**src/rtl/kros_pkg.sv**
```systemverilog
// Shared constants and helpers for the LED sequencer: pattern indices, frequency limits,
// seven-segment codes (active-low gfedcba) and pattern initial values.
package kros_pkg;

    localparam logic [1:0] SEQ_KNIGHT = 2'd0;
    localparam logic [1:0] SEQ_ROTATE = 2'd1;
    localparam logic [1:0] SEQ_BAR    = 2'd2;
    localparam logic [1:0] SEQ_ALT    = 2'd3;

    localparam logic [3:0] FREQ_MIN = 4'd1;
    localparam logic [3:0] FREQ_MAX = 4'd8;
    localparam logic [3:0] FREQ_RST = 4'd4;

    localparam logic [6:0] SEG_F     = 7'h0E;
    localparam logic [6:0] SEG_S     = 7'h12;
    localparam logic [6:0] SEG_BLANK = 7'h7F;

    localparam logic [9:0] LED_ALT_A = 10'h155;
    localparam logic [9:0] LED_ALT_B = 10'h2AA;

    function automatic logic [6:0] seg_digit(input logic [3:0] d);
        logic [6:0] seg;
        case (d)
            4'd0:    seg = 7'h40;
            4'd1:    seg = 7'h79;
            4'd2:    seg = 7'h24;
            4'd3:    seg = 7'h30;
            4'd4:    seg = 7'h19;
            4'd5:    seg = 7'h12;
            4'd6:    seg = 7'h02;
            4'd7:    seg = 7'h78;
            4'd8:    seg = 7'h00;
            default: seg = SEG_BLANK;
        endcase
        return seg;
    endfunction

    function automatic logic [9:0] pattern_init(input logic [1:0] seq);
        logic [9:0] led;
        case (seq)
            SEQ_KNIGHT: led = 10'h001;
            SEQ_ROTATE: led = 10'h001;
            SEQ_BAR:    led = 10'h000;
            default:    led = LED_ALT_A;
        endcase
        return led;
    endfunction

endpackage

```
**src/rtl/pb_debounce.sv**
```systemverilog
// Active-low pushbutton conditioner: 2-FF synchronizer, stability debouncer and a
// one-cycle press pulse on the debounced 1->0 transition.
module pb_debounce #(
    parameter int unsigned DEB_CYCLES = 16
) (
    input  logic clk_i,
    input  logic rst_ni,
    input  logic pb_ni,
    output logic press_o
);

    localparam int unsigned CntW = (DEB_CYCLES > 1) ? $clog2(DEB_CYCLES) : 1;

    logic            sync1_q, sync2_q;
    logic            level_q, level_d;
    logic            level_prev_q;
    logic [CntW-1:0] cnt_q, cnt_d;

    // Counts consecutive samples that disagree with the accepted level; any agreeing
    // sample restarts the count, so short glitches never reach the threshold.
    always_comb begin
        cnt_d   = cnt_q;
        level_d = level_q;
        if (sync2_q == level_q) begin
            cnt_d = '0;
        end else if (cnt_q == CntW'(DEB_CYCLES - 1)) begin
            level_d = sync2_q;
            cnt_d   = '0;
        end else begin
            cnt_d = cnt_q + 1'b1;
        end
    end

    always_ff @(posedge clk_i) begin
        if (!rst_ni) begin
            sync1_q      <= 1'b1;
            sync2_q      <= 1'b1;
            level_q      <= 1'b1;
            level_prev_q <= 1'b1;
            cnt_q        <= '0;
        end else begin
            sync1_q      <= pb_ni;
            sync2_q      <= sync1_q;
            level_q      <= level_d;
            level_prev_q <= level_q;
            cnt_q        <= cnt_d;
        end
    end

    assign press_o = level_prev_q & ~level_q;

endmodule

```
**src/rtl/kros_led_sequencer.sv**
```systemverilog
// Top-level LED pattern generator: four debounced buttons select step rate and pattern,
// LEDR animates the selected pattern, HEX displays show level and pattern index.
module kros_led_sequencer
    import kros_pkg::*;
#(
    parameter int unsigned BASE_DIV   = 4,
    parameter int unsigned DEB_CYCLES = 16
) (
    input  logic       CLK_50,
    input  logic       reset,
    input  logic       pb_freq_up,
    input  logic       pb_freq_dn,
    input  logic       pb_seq_up,
    input  logic       pb_seq_dn,
    output logic [9:0] LEDR,
    output logic [6:0] HEX0,
    output logic [6:0] HEX1,
    output logic [6:0] HEX2,
    output logic [6:0] HEX3,
    output logic [6:0] HEX4,
    output logic [6:0] HEX5
);

    logic        ev_freq_up, ev_freq_dn, ev_seq_up, ev_seq_dn;
    logic [3:0]  freq_q, freq_d;
    logic [1:0]  seq_q, seq_d;
    logic [31:0] div_q, div_d;
    logic [9:0]  led_q, led_d;
    logic        dir_q, dir_d;
    logic [31:0] period;
    logic        step;
    logic        freq_chg, seq_chg;

    pb_debounce #(.DEB_CYCLES(DEB_CYCLES)) u_deb_freq_up (
        .clk_i(CLK_50), .rst_ni(reset), .pb_ni(pb_freq_up), .press_o(ev_freq_up)
    );
    pb_debounce #(.DEB_CYCLES(DEB_CYCLES)) u_deb_freq_dn (
        .clk_i(CLK_50), .rst_ni(reset), .pb_ni(pb_freq_dn), .press_o(ev_freq_dn)
    );
    pb_debounce #(.DEB_CYCLES(DEB_CYCLES)) u_deb_seq_up (
        .clk_i(CLK_50), .rst_ni(reset), .pb_ni(pb_seq_up), .press_o(ev_seq_up)
    );
    pb_debounce #(.DEB_CYCLES(DEB_CYCLES)) u_deb_seq_dn (
        .clk_i(CLK_50), .rst_ni(reset), .pb_ni(pb_seq_dn), .press_o(ev_seq_dn)
    );

    assign period = BASE_DIV << (FREQ_MAX - freq_q);
    assign step   = (div_q == period - 32'd1);

    always_comb begin
        freq_d = freq_q;
        if (ev_freq_up && !ev_freq_dn && freq_q != FREQ_MAX) begin
            freq_d = freq_q + 4'd1;
        end else if (ev_freq_dn && !ev_freq_up && freq_q != FREQ_MIN) begin
            freq_d = freq_q - 4'd1;
        end
        freq_chg = (freq_d != freq_q);

        seq_d = seq_q;
        if (ev_seq_up && !ev_seq_dn) begin
            seq_d = seq_q + 2'd1;
        end else if (ev_seq_dn && !ev_seq_up) begin
            seq_d = seq_q - 2'd1;
        end
        seq_chg = (seq_d != seq_q);

        div_d = (freq_chg || seq_chg || step) ? 32'd0 : div_q + 32'd1;

        led_d = led_q;
        dir_d = dir_q;
        if (seq_chg) begin
            led_d = pattern_init(seq_d);
            dir_d = 1'b1;
        end else if (step) begin
            unique case (seq_q)
                SEQ_KNIGHT: begin
                    // dir_q = 1 moves toward bit 9; each end turns the dot around.
                    if (dir_q) begin
                        if (led_q[9]) begin
                            led_d = 10'h100;
                            dir_d = 1'b0;
                        end else begin
                            led_d = led_q << 1;
                        end
                    end else begin
                        if (led_q[0]) begin
                            led_d = 10'h002;
                            dir_d = 1'b1;
                        end else begin
                            led_d = led_q >> 1;
                        end
                    end
                end
                SEQ_ROTATE: led_d = {led_q[8:0], led_q[9]};
                SEQ_BAR:    led_d = (led_q == 10'h3FF) ? 10'h000 : {led_q[8:0], 1'b1};
                SEQ_ALT:    led_d = (led_q == LED_ALT_A) ? LED_ALT_B : LED_ALT_A;
            endcase
        end
    end

    always_ff @(posedge CLK_50) begin
        if (!reset) begin
            freq_q <= FREQ_RST;
            seq_q  <= SEQ_KNIGHT;
            div_q  <= 32'd0;
            led_q  <= pattern_init(SEQ_KNIGHT);
            dir_q  <= 1'b1;
        end else begin
            freq_q <= freq_d;
            seq_q  <= seq_d;
            div_q  <= div_d;
            led_q  <= led_d;
            dir_q  <= dir_d;
        end
    end

    assign LEDR = led_q;
    assign HEX0 = seg_digit(freq_q);
    assign HEX1 = SEG_F;
    assign HEX2 = seg_digit({2'b00, seq_q});
    assign HEX3 = SEG_S;
    assign HEX4 = SEG_BLANK;
    assign HEX5 = SEG_BLANK;

endmodule

```
**config.mk**
```make
export PLATFORM = sky130hd
export DESIGN_NAME = kros_led_sequencer
export DESIGN_NICKNAME = d
export VERILOG_FILES = /design/src/rtl/kros_pkg.sv /design/src/rtl/pb_debounce.sv /design/src/rtl/kros_led_sequencer.sv
export SDC_FILE = /design/constraint.sdc
export NUM_CORES = 1
export LEC_CHECK = 0
export ABC_AREA = 1
export CAP_MARGIN = 5
export CELL_PAD_IN_SITES_DETAIL_PLACEMENT = 1
export CELL_PAD_IN_SITES_GLOBAL_PLACEMENT = 1
export CORE_MARGIN = 2
export CORE_UTILIZATION = 37
export CTS_BUF_LIST = sky130_fd_sc_hd__clkbuf_16
export CTS_CLUSTER_DIAMETER = 80
export DETAILED_ROUTE_END_ITERATION = 12
export GPL_TIMING_DRIVEN = 0
export PLACE_DENSITY_LB_ADDON = 0.08
export SETUP_SLACK_MARGIN = 0.05
export SKIP_CTS_REPAIR_TIMING = 1
export SYNTH_ARGS = -nofsm -noshare
export SYNTH_HDL_FRONTEND = slang
export SYNTH_SLANG_ARGS = --single-unit
```
**constraint.sdc**
```tcl
create_clock -name CLK_50 -period 2.6 [get_ports CLK_50]
set_input_delay 0.39 -clock CLK_50 [delete_from_list [all_inputs] [get_ports CLK_50]]
set_output_delay 0.39 -clock CLK_50 [all_outputs]
set_load 0.02 [all_outputs]
```
==> impl_metrics.ini, run 1 <==
[outcome]
status = finished, violations left
failed_checks = setup timing

[cts]
cts_made_buffers = 9
htreeDepth = 3
clock-root-buffer = clkbuf_16
insertion_delay_ns = 0.35
clk_pin_slew_worst_paths_ns = 0.07
cts_tree = yes
cts.sinks = 88
clk_path_buf_depth = 2

[placement]
io_buffers = 28
globalplace.congestion = 0.863
dp.cells = 1076
dpl-instance-area_mm2 = 0.00622
dpl.hpwl_um = 12300

[synthesis]
ys_seq_elements = 88
async_reset_ff_share_pct = 0
netlist_top_cells_area = dfxtp_1 (32%), nand2_1 (12%), nor2_1 (7.9%)
synth_compound_area_share_pct = 9.13
syn_inst = 837
synth_edf_count = 0
synthXorXnorAreaFrac_pct = 7.05
synth-simple-area-share_pct = 34.3
synth.avg_cell_area_um2 = 6.68
syn_area_mm2 = 0.00559
yosysWarnings = 0
synth_cell_types = 41
synth.mux.area_fraction_pct = 0
yosysTopAreaCell = dfxtp_1
synth_flop_cell = dfxtp_1
yosysTopAreaCellShare_pct = 31.5
synth_top_family_by_area = simple AND/OR/NAND/NOR gates
yosysSeqAreaShare_pct = 31.5
synth_fa_ha_area_share_pct = 4.92

[die]
die_w_um = 127
dieArea_mm2 = 0.0161
core_mm2 = 0.0146
row_count = 44
initial_core_util_pct = 38.2
ioPinCount = 58
die_h_um = 127

[final_layout]
final_common_cell = nand2_1
layout_common_cells = nand2_1 (174), inv_1 (107), nor2_1 (91)
drive_gt1_share_pct = 19.5
area_growth_pct = 26.0
stdcell_area_mm2 = 0.00704
final_util_pct = 48.1
final_cells = 1114
final_net_count = 953
antenna_cells = 0
fillers = 1923

[power_and_ir_drop]
irDropWorstVdd_v = 0.000352
leakage_uw = 0.00312
powerDensity_mw_per_mm2 = 390

[timing]
period_needed_ns = 2.87
tightest_slew_ns = 0.728
period_share_pct = 111
slew_headroom_pct = 51.1
fmaxAchievable_mhz = 348
hold_ws_ns = 0.415
finalClockSkew_ns = 0.00713
setup_viol = 43
setup_ws_ns = -0.274
drv_slew = 0
finalHoldViolations = 0
rsz0062_at_grt = yes

[critical_path]
r2r_start = freq_q[1]
worstPathRequired_ns = 2.85
crit_fanout = 7
crit_family = simple AND/OR/NAND/NOR gates
cp_common_cell = nand2_4
cp_num_buf_inv = 4
cp.depth = 23
crit_path_end_kind = flip-flop
r2r_cells = 23
critical-path-max-stage-delay_ns = 0.39
crit_start = freq_q[1]
critPathLaunchType = flip-flop
regToRegSetupSlack_ns = -0.27
worstSetupEndpoint = LEDR[5]
cp_data_arrival_time_ns = 3.12
cp_slowest_cell = dfxtp_4
crit_type = flip-flop to flip-flop
crit_chain = inv_4 -> ha_4 -> inv_2 -> nand2_2 -> nand2_4 -> nand2_4 -> inv_4 -> nand2_4 -> ha_4 -> xor2_2 -> nand3b_1 -> nand3_1 -> nor2_2 -> nand4_1 -> nor2_1 -> nand2_1 -> nor2_2 -> nand3_4 -> nand2_4 -> buf_8 -> nand2_1 -> nand2_1 -> nor2_1
reg2reg_to = LEDR[5]

[route]
vias_per_cell = 4.92
firstDrtPassIters = 4
dr_total_vias = 5485
drtAntennaViolNets = 0
wl_per_cell_um = 14.5
remaining_drc_errors = 0
drt_iter0_drc = 266
routed_wl_um = 16200

[job]
maxCapViolations = 0

[global_route]
grt_usage_pct = 20.2
grt_max_degree = 17
antenna_found_initial = 0
grt_overflow = 0
grt_pass1_wl_um = 26500
grt_pass1_vias = 5616

[min_path]
worstHoldPathType = flip-flop to flip-flop
==> cells in the mapped netlist, types with 2 or more instances <==
cell type    n
xor2_1      36
a21oi_1     26
nor4_1       8
buf_4       34
a31oi_1      4
nand2_4      2
nand4_1      9
and2_1       3
a211oi_1     2
nor3_1      11
nor2_4       3
inv_2        5
nand3_1     54
o21ai_1      9
o21a_1       2
conb_1       2
o211ai_1     5
dfxtp_1     88
nor2_1     117
nand2_2     10
xnor2_1      9
nor2_2       9
nand3_2      3
nand2_1    186
inv_1      110
ha_1        22
nor3_2       2
or2_2       11
clkbuf_1     4
o21ai_0     40
==> routing by layer <==
metal / track usage (%) / up-vias / routed length, µm
met5: 0 / - / 0
met4: 7.11 / 0 / 349
met3: 3.42 / 23 / 463
met2: 35.0 / 84 / 8000
met1: 25.3 / 2616 / 7390
li1: - / 2762 / -
==> logic make-up (layout without fill, tap and decap cells) <==
kind of cell / count (synthesis) / in the layout
and+or+nand+nor: 431 / 432
AOI/OAI and AO/OA: 93 / 93
buffers and inverters: 156 / 221
DFF: 88 / 88
other: 2 / 29
adders and majority gates: 22 / 22
xor gates and xnor gates: 45 / 45
==> where the power goes <==
group	internal (µW)	switching, µW
sequential	1360	6.27
combinational	62.9	84.9
clock	657	577
total	2080	668
==> worst min path at each step <==
stage,startpoint,to,cells past startpoint
2_1_floorplan,u_deb_freq_dn.sync1_q,u_deb_freq_dn.sync2_q,1
3_3_place_gp,u_deb_freq_up.sync1_q,u_deb_freq_up.sync2_q,1
3_5_place_dp,u_deb_seq_up.sync1_q,u_deb_seq_up.sync2_q,1
4_1_cts,u_deb_seq_up.sync1_q,u_deb_seq_up.sync2_q,1
5_1_grt,u_deb_seq_up.sync1_q,u_deb_seq_up.sync2_q,1
6_report,u_deb_seq_up.sync1_q,u_deb_seq_up.sync2_q,1
==> worst register-to-register path, delay by kind of cell (launching register included) <==
kind / cells / cell delay [ns]
buffers and inverters: 4 / 0.32
AND/OR/NAND/NOR: 16 / 1.58
adder cells (fa/ha/maj): 2 / 0.34
flip-flops: 1 / 0.39
XOR/XNOR: 1 / 0.14
==> cell type report <==
cell class	count	area (µm²)	area share [%]
clock buffers	9	225	3.20
clock inverters	7	53.8	0.764
plain buffers	40	323	4.58
flip-flops and latches	88	1770	25.1
multi-input cells	621	3510	49.9
inverters	116	448	6.36
well taps	184	230	3.27
repair buffers	49	479	6.81
==> stage by stage <==
| step | setup WS [ns] | TNS [ns] | total power [µW] |
|---|---|---|---|
| final | -0.274 | -10.46 | 2740 |
| after global routing | -0.506 | -19.89 | 2870 |
| after CTS | -0.594 | -22.04 | 2770 |
| after detailed placement | -0.557 | -20.33 | 1530 |
| after global placement | -0.470 | -17.26 | 1520 |
| after floorplan | 0.0527 | 0 | 1500 |
==> sequential cells by signal (all words and copies together), names as in the netlist, 2 cells and up <==
signal	cells
seq_q	2
u_deb_freq_up.cnt_q	4
div_q	32
LEDR	10
freq_q	4
u_deb_seq_dn.cnt_q	4
u_deb_seq_up.cnt_q	4
u_deb_freq_dn.cnt_q	4
HEX0	7
No activity file was read; power rests on OpenSTA's default activity.
==> inputs of run 2 (changes only) <==
GPL_ROUTABILITY_DRIVEN = 0   (was not set)
SKIP_CTS_REPAIR_TIMING = not set   (was 1)
==> impl_metrics.ini, run 2 (synthesis results as in run 1) <==
[cts]
htreeDepth = 3
insertion_delay_ns = 0.35
clk_pin_slew_worst_paths_ns = 0.07
cts_tree = yes
clock-root-buffer = clkbuf_16
cts.sinks = 88
clk_path_buf_depth = 2
cts_made_buffers = 9

[critical_path]
critical-path-max-stage-delay_ns = 0.38
cp_data_arrival_time_ns = 3.12
crit_start = freq_q[0]
r2r_start = freq_q[0]
worstPathRequired_ns = 2.84
cp_common_cell = nand2_1
crit_path_end_kind = flip-flop
crit_fanout = 6
cp_num_buf_inv = 3
crit_family = simple AND/OR/NAND/NOR gates
crit_type = flip-flop to flip-flop
critPathLaunchType = flip-flop
crit_chain = inv_8 -> ha_4 -> nand2_2 -> nand2_4 -> buf_4 -> nor2_2 -> nand2_1 -> xor2_1 -> nand3_1 -> nand2_1 -> nand2_1 -> nor2_1 -> nand2_1 -> nor2_1 -> nand3_4 -> nand4_4 -> clkbuf_16 -> nor2_1
cp_slowest_cell = dfxtp_4

[final_layout]
regMostFlops = div_q
area_growth_pct = 25.8
final_cells = 1114
final_net_count = 953
layout_common_cells = nand2_1 (174), inv_1 (107), nor2_1 (93)
drive_gt1_share_pct = 19.1
antenna_cells = 0
final_common_cell = nand2_1
stdcell_area_mm2 = 0.00703
largest_reg_flops = 32

[power_and_ir_drop]
power_switching_uw = 700
p_comb_share_pct = 5.5
seqPwrFrac_pct = 48.9
swShare_pct = 25.1
power_frac_clock_pct = 45.7
powerDensity_mw_per_mm2 = 397
irDropWorstVdd_v = 0.000343
power.internal_uw = 2090
leakage_uw = 0.00310

[route]
drt_iter0_drc = 269
wl_per_cell_um = 14.6
routed_wl_um = 16300
vias_per_cell = 4.93
remaining_drc_errors = 0
drtAntennaViolNets = 0
firstDrtPassIters = 4
dr_total_vias = 5496

[die]
core_mm2 = 0.0146
die_h_um = 127
dieArea_mm2 = 0.0161
die_w_um = 127
ioPinCount = 58
initial_core_util_pct = 38.2
row_count = 44

[global_route]
grt_overflow = 0
grt_pass1_vias = 5410
use_met1_pct = 26.2
grt_usage_pct = 20.4
use_met3_pct = 2.95
antenna_found_initial = 0
grt_max_degree = 18
grt_busiest_layer = met2
grt_pass1_wl_um = 26500
use_met2_pct = 35.1

[timing]
period_needed_ns = 2.87
rsz0062_at_grt = yes
finalHoldViolations = 0
setup_viol = 43
drv_slew = 0
tightest_slew_ns = 0.617
period_share_pct = 111
finalClockSkew_ns = 0.00767
slew_headroom_pct = 58.6
setup_ws_ns = -0.275
fmaxAchievable_mhz = 348
tns_ns = -10.65
hold_ws_ns = 0.411

[outcome]
failed_checks = setup timing
status = finished, violations left

[job]
maxCapViolations = 0

[placement]
post-place-ws_ns = -0.654
io_buffers = 28
dpl-instance-area_mm2 = 0.00622
dpl.hpwl_um = 12000
dp.cells = 1076

[min_path]
hp-start = u_deb_freq_dn.sync1_q
worstHoldPathType = flip-flop to flip-flop
==> run 2: cell count changes in the layout (fill, tap and decap cells not counted), moves of 2 or more <==
cell     before  now
buf_4        48   45
o21ai_2       2    5
nor2_1       91   93
inv_4         6    2
o21ai_1       7    5
nand3_2       7    5
inv_8         0    3
nand3_1      48   51
buf_6         3    7
nor2_2       26   24
==> run 2: cell type report <==
type / instances / area (µm²)
Tap cell: 184 / 230
Timing Repair Buffer: 50 / 508
Fill cell: 1928 / 7610
Sequential cell: 88 / 1770
Multi-Input combinational cell: 620 / 3460
Clock buffer: 9 / 225
Clock inverter: 7 / 62.6
Inverter: 116 / 453
Buffer: 40 / 319
==> run 2: metrics by stage <==
stage	power [µW]	utilization (%)
CTS	2820	46.5
finish	2790	48.0
floorplan	1500	-
detailed placement	1530	42.5
global route	2910	48.0
global placement	1520	42.5
==> run 2: power groups by stage <==
stage / Clock [µW] / Combinational [µW] / Sequential, µW
2_1_floorplan: 0 / 107 / 1390
3_3_place_gp: 0 / 128 / 1390
3_5_place_dp: 0 / 131 / 1400
4_1_cts: 1320 / 140 / 1360
5_1_grt: 1380 / 165 / 1360
6_report: 1270 / 152 / 1360
==> run 2: layer usage <==
| metal | up-vias | share of wire, % |
|---|---|---|
| met2 | 97 | 49 |
| li1 | 2756 | - |
| met3 | 23 | 3.0 |
| met5 | - | 0 |
| met4 | 0 | 2.0 |
| met1 | 2620 | 46 |
==> run 2: worst reg2reg max path, stage by stage (launching register included) <==
cell	delay, ns
dfxtp_4	0.38
inv_8	0.04
ha_4	0.16
nand2_2	0.11
nand2_4	0.09
buf_4	0.15
nor2_2	0.27
nand2_1	0.18
xor2_1	0.21
nand3_1	0.10
nand2_1	0.11
nand2_1	0.06
nor2_1	0.08
nand2_1	0.05
nor2_1	0.17
nand3_4	0.19
nand4_4	0.20
clkbuf_16	0.19
nor2_1	0.04
==> run 2: path summary, 6_finish.rpt <==
kind | endpoint | cells after the start | slack (ns)
worst max register to register | div_q[2] | 18 | -0.27
worst max-delay path | div_q[2] | 18 | -0.27
worst min register to register | u_deb_freq_dn.sync2_q | 1 | 0.41
worst min-delay path | u_deb_freq_dn.sync2_q | 1 | 0.41
==> run 2: timing repair <==
item / 4_1_cts / 5_1_grt
hold buffers: 0 / 0
pin swaps: 16 / 20
buffers inserted: 13 / 5
endpoints found under the setup margin: 50 / 52
cloned: 2 / 2
resized for setup: 46 / 43
==> inputs of run 3 (changes only) <==
SKIP_LAST_GASP = 1   (was not set)
==> impl_metrics.ini, run 3 (synthesis results as in run 1) <==
[timing]
finalClockSkew_ns = 0.00768
drv_slew = 0
setup_viol = 43
rsz0062_at_grt = yes
finalHoldViolations = 0
period_needed_ns = 2.87
setup_ws_ns = -0.266
period_share_pct = 110
fmaxAchievable_mhz = 349
slew_headroom_pct = 59.4
tightest_slew_ns = 0.605

[critical_path]
cp_data_arrival_time_ns = 3.11
r2r_cells = 17
regToRegSetupSlack_ns = -0.27
worstPathRequired_ns = 2.84
crit_path_end_kind = flip-flop
crit_fanout = 9
crit_type = flip-flop to flip-flop
critPathLaunchType = flip-flop

[final_layout]
largest_reg_flops = 32
stdcell_area_mm2 = 0.00705
regMostFlops = div_q
fillers = 1920
final_net_count = 954
final_common_cell = nand2_1
seq_area_mm2 = 0.00177
area_growth_pct = 26.0
antenna_cells = 0
layout_common_cells = nand2_1 (174), inv_1 (107), nor2_1 (91)
multi_input_area_mm2 = 0.00347
drive_gt1_share_pct = 19.4

[route]
vias_per_cell = 4.92
wl_per_cell_um = 14.6
dr_total_vias = 5483
drtAntennaViolNets = 0
drt_iter0_drc = 290
remaining_drc_errors = 0
firstDrtPassIters = 4
routed_wl_um = 16300

[die]
die_w_um = 127
die_h_um = 127
core_mm2 = 0.0146
initial_core_util_pct = 38.2
row_count = 44
dieArea_mm2 = 0.0161
ioPinCount = 58

[cts]
cts_hold_buffers = 0
insertion_delay_ns = 0.35
clk_pin_slew_worst_paths_ns = 0.07
cts.sinks = 88
cts_tree = yes
clock-root-buffer = clkbuf_16
htreeDepth = 3
cts_made_buffers = 9
clk_path_buf_depth = 2

[power_and_ir_drop]
irDropWorstVdd_v = 0.000343
powerDensity_mw_per_mm2 = 396
total_power_uw = 2790
leakage_uw = 0.00311

[global_route]
grt_max_degree = 18
grt_pass1_wl_um = 26400
antenna_found_initial = 0
grt_usage_pct = 20.4
grt_overflow = 0
grt_pass1_vias = 5428

[min_path]
worstHoldPathType = flip-flop to flip-flop
whs_path_depth = 1

[outcome]
status = finished, violations left
failed_checks = setup timing

[placement]
io_buffers = 28
dpl-instance-area_mm2 = 0.00622
dpl.hpwl_um = 12000

[job]
maxCapViolations = 0
-- run 3: worst paths after layout --
kind / startpoint / to
worst max register to register: freq_q[0] / div_q[2]
worst min register to register: u_deb_freq_dn.sync1_q / u_deb_freq_dn.sync2_q
worst min-delay path: u_deb_freq_dn.sync1_q / u_deb_freq_dn.sync2_q
worst max-delay path: freq_q[0] / div_q[2]
-- run 3: critical path, stage by stage (launching register included) --
cell       delay [ns]
dfxtp_4          0.38
inv_8            0.04
ha_4             0.16
nand2_2          0.10
nand2_4          0.09
buf_4            0.14
nor2_2           0.30
nand2_1          0.19
nand2_1          0.15
nor2_2           0.07
nand3_4          0.13
xor2_1           0.15
nand2_1          0.10
nor2_4           0.14
nand3_4          0.17
nand4_4          0.19
clkbuf_16        0.19
nor2_1           0.04
-- run 3: per-layer routing --
layer / vias up / wire [µm] / track usage (%)
li1: 2760 / - / -
met1: 2618 / 7520 / 26.1
met2: 83 / 8030 / 35.1
met3: 22 / 422 / 2.95
met4: 0 / 318 / 7.05
met5: - / 0 / 0
-- run 3: timing repair --
action / 4_1_cts / 5_1_grt
gates resized for setup: 44 / 47
setup endpoints to repair: 50 / 52
gates cloned: 2 / 2
pin swaps: 16 / 20
setup buffers: 13 / 6
-- run 3: area by class of cell --
class | count | area share (%)
Timing Repair Buffer | 51 | 7.32
Sequential cell | 88 | 25.1
Buffer | 40 | 4.53
Tap cell | 184 | 3.27
Clock inverter | 7 | 0.888
Inverter | 116 | 6.43
Multi-Input combinational cell | 620 | 49.2
Clock buffer | 9 | 3.20
-- run 3: power breakdown --
| group | internal (µW) | switching [µW] | total [µW] | leakage, µW |
|---|---|---|---|---|
| clock | 670 | 606 | 1280 | 0.000144 |
| combinational | 64.2 | 88.4 | 153 | 0.00225 |
| sequential | 1360 | 6.80 | 1360 | 0.000713 |
| total | 2090 | 701 | 2790 | 0.00311 |
-- run 3: through the flow --
stage	worst slack (ns)	std cells	utilization (%)	TNS, ns	hold WS (ns)
2_1_floorplan	0.0527	864	-	0	0.393
3_3_place_gp	-0.580	1076	42.5	-21.31	0.397
3_5_place_dp	-0.654	1076	42.5	-24.62	0.400
4_1_cts	-0.224	1107	46.5	-8.17	0.412
5_1_grt	-0.516	1115	48.1	-20.72	0.429
6_report	-0.266	1115	48.1	-10.19	0.410
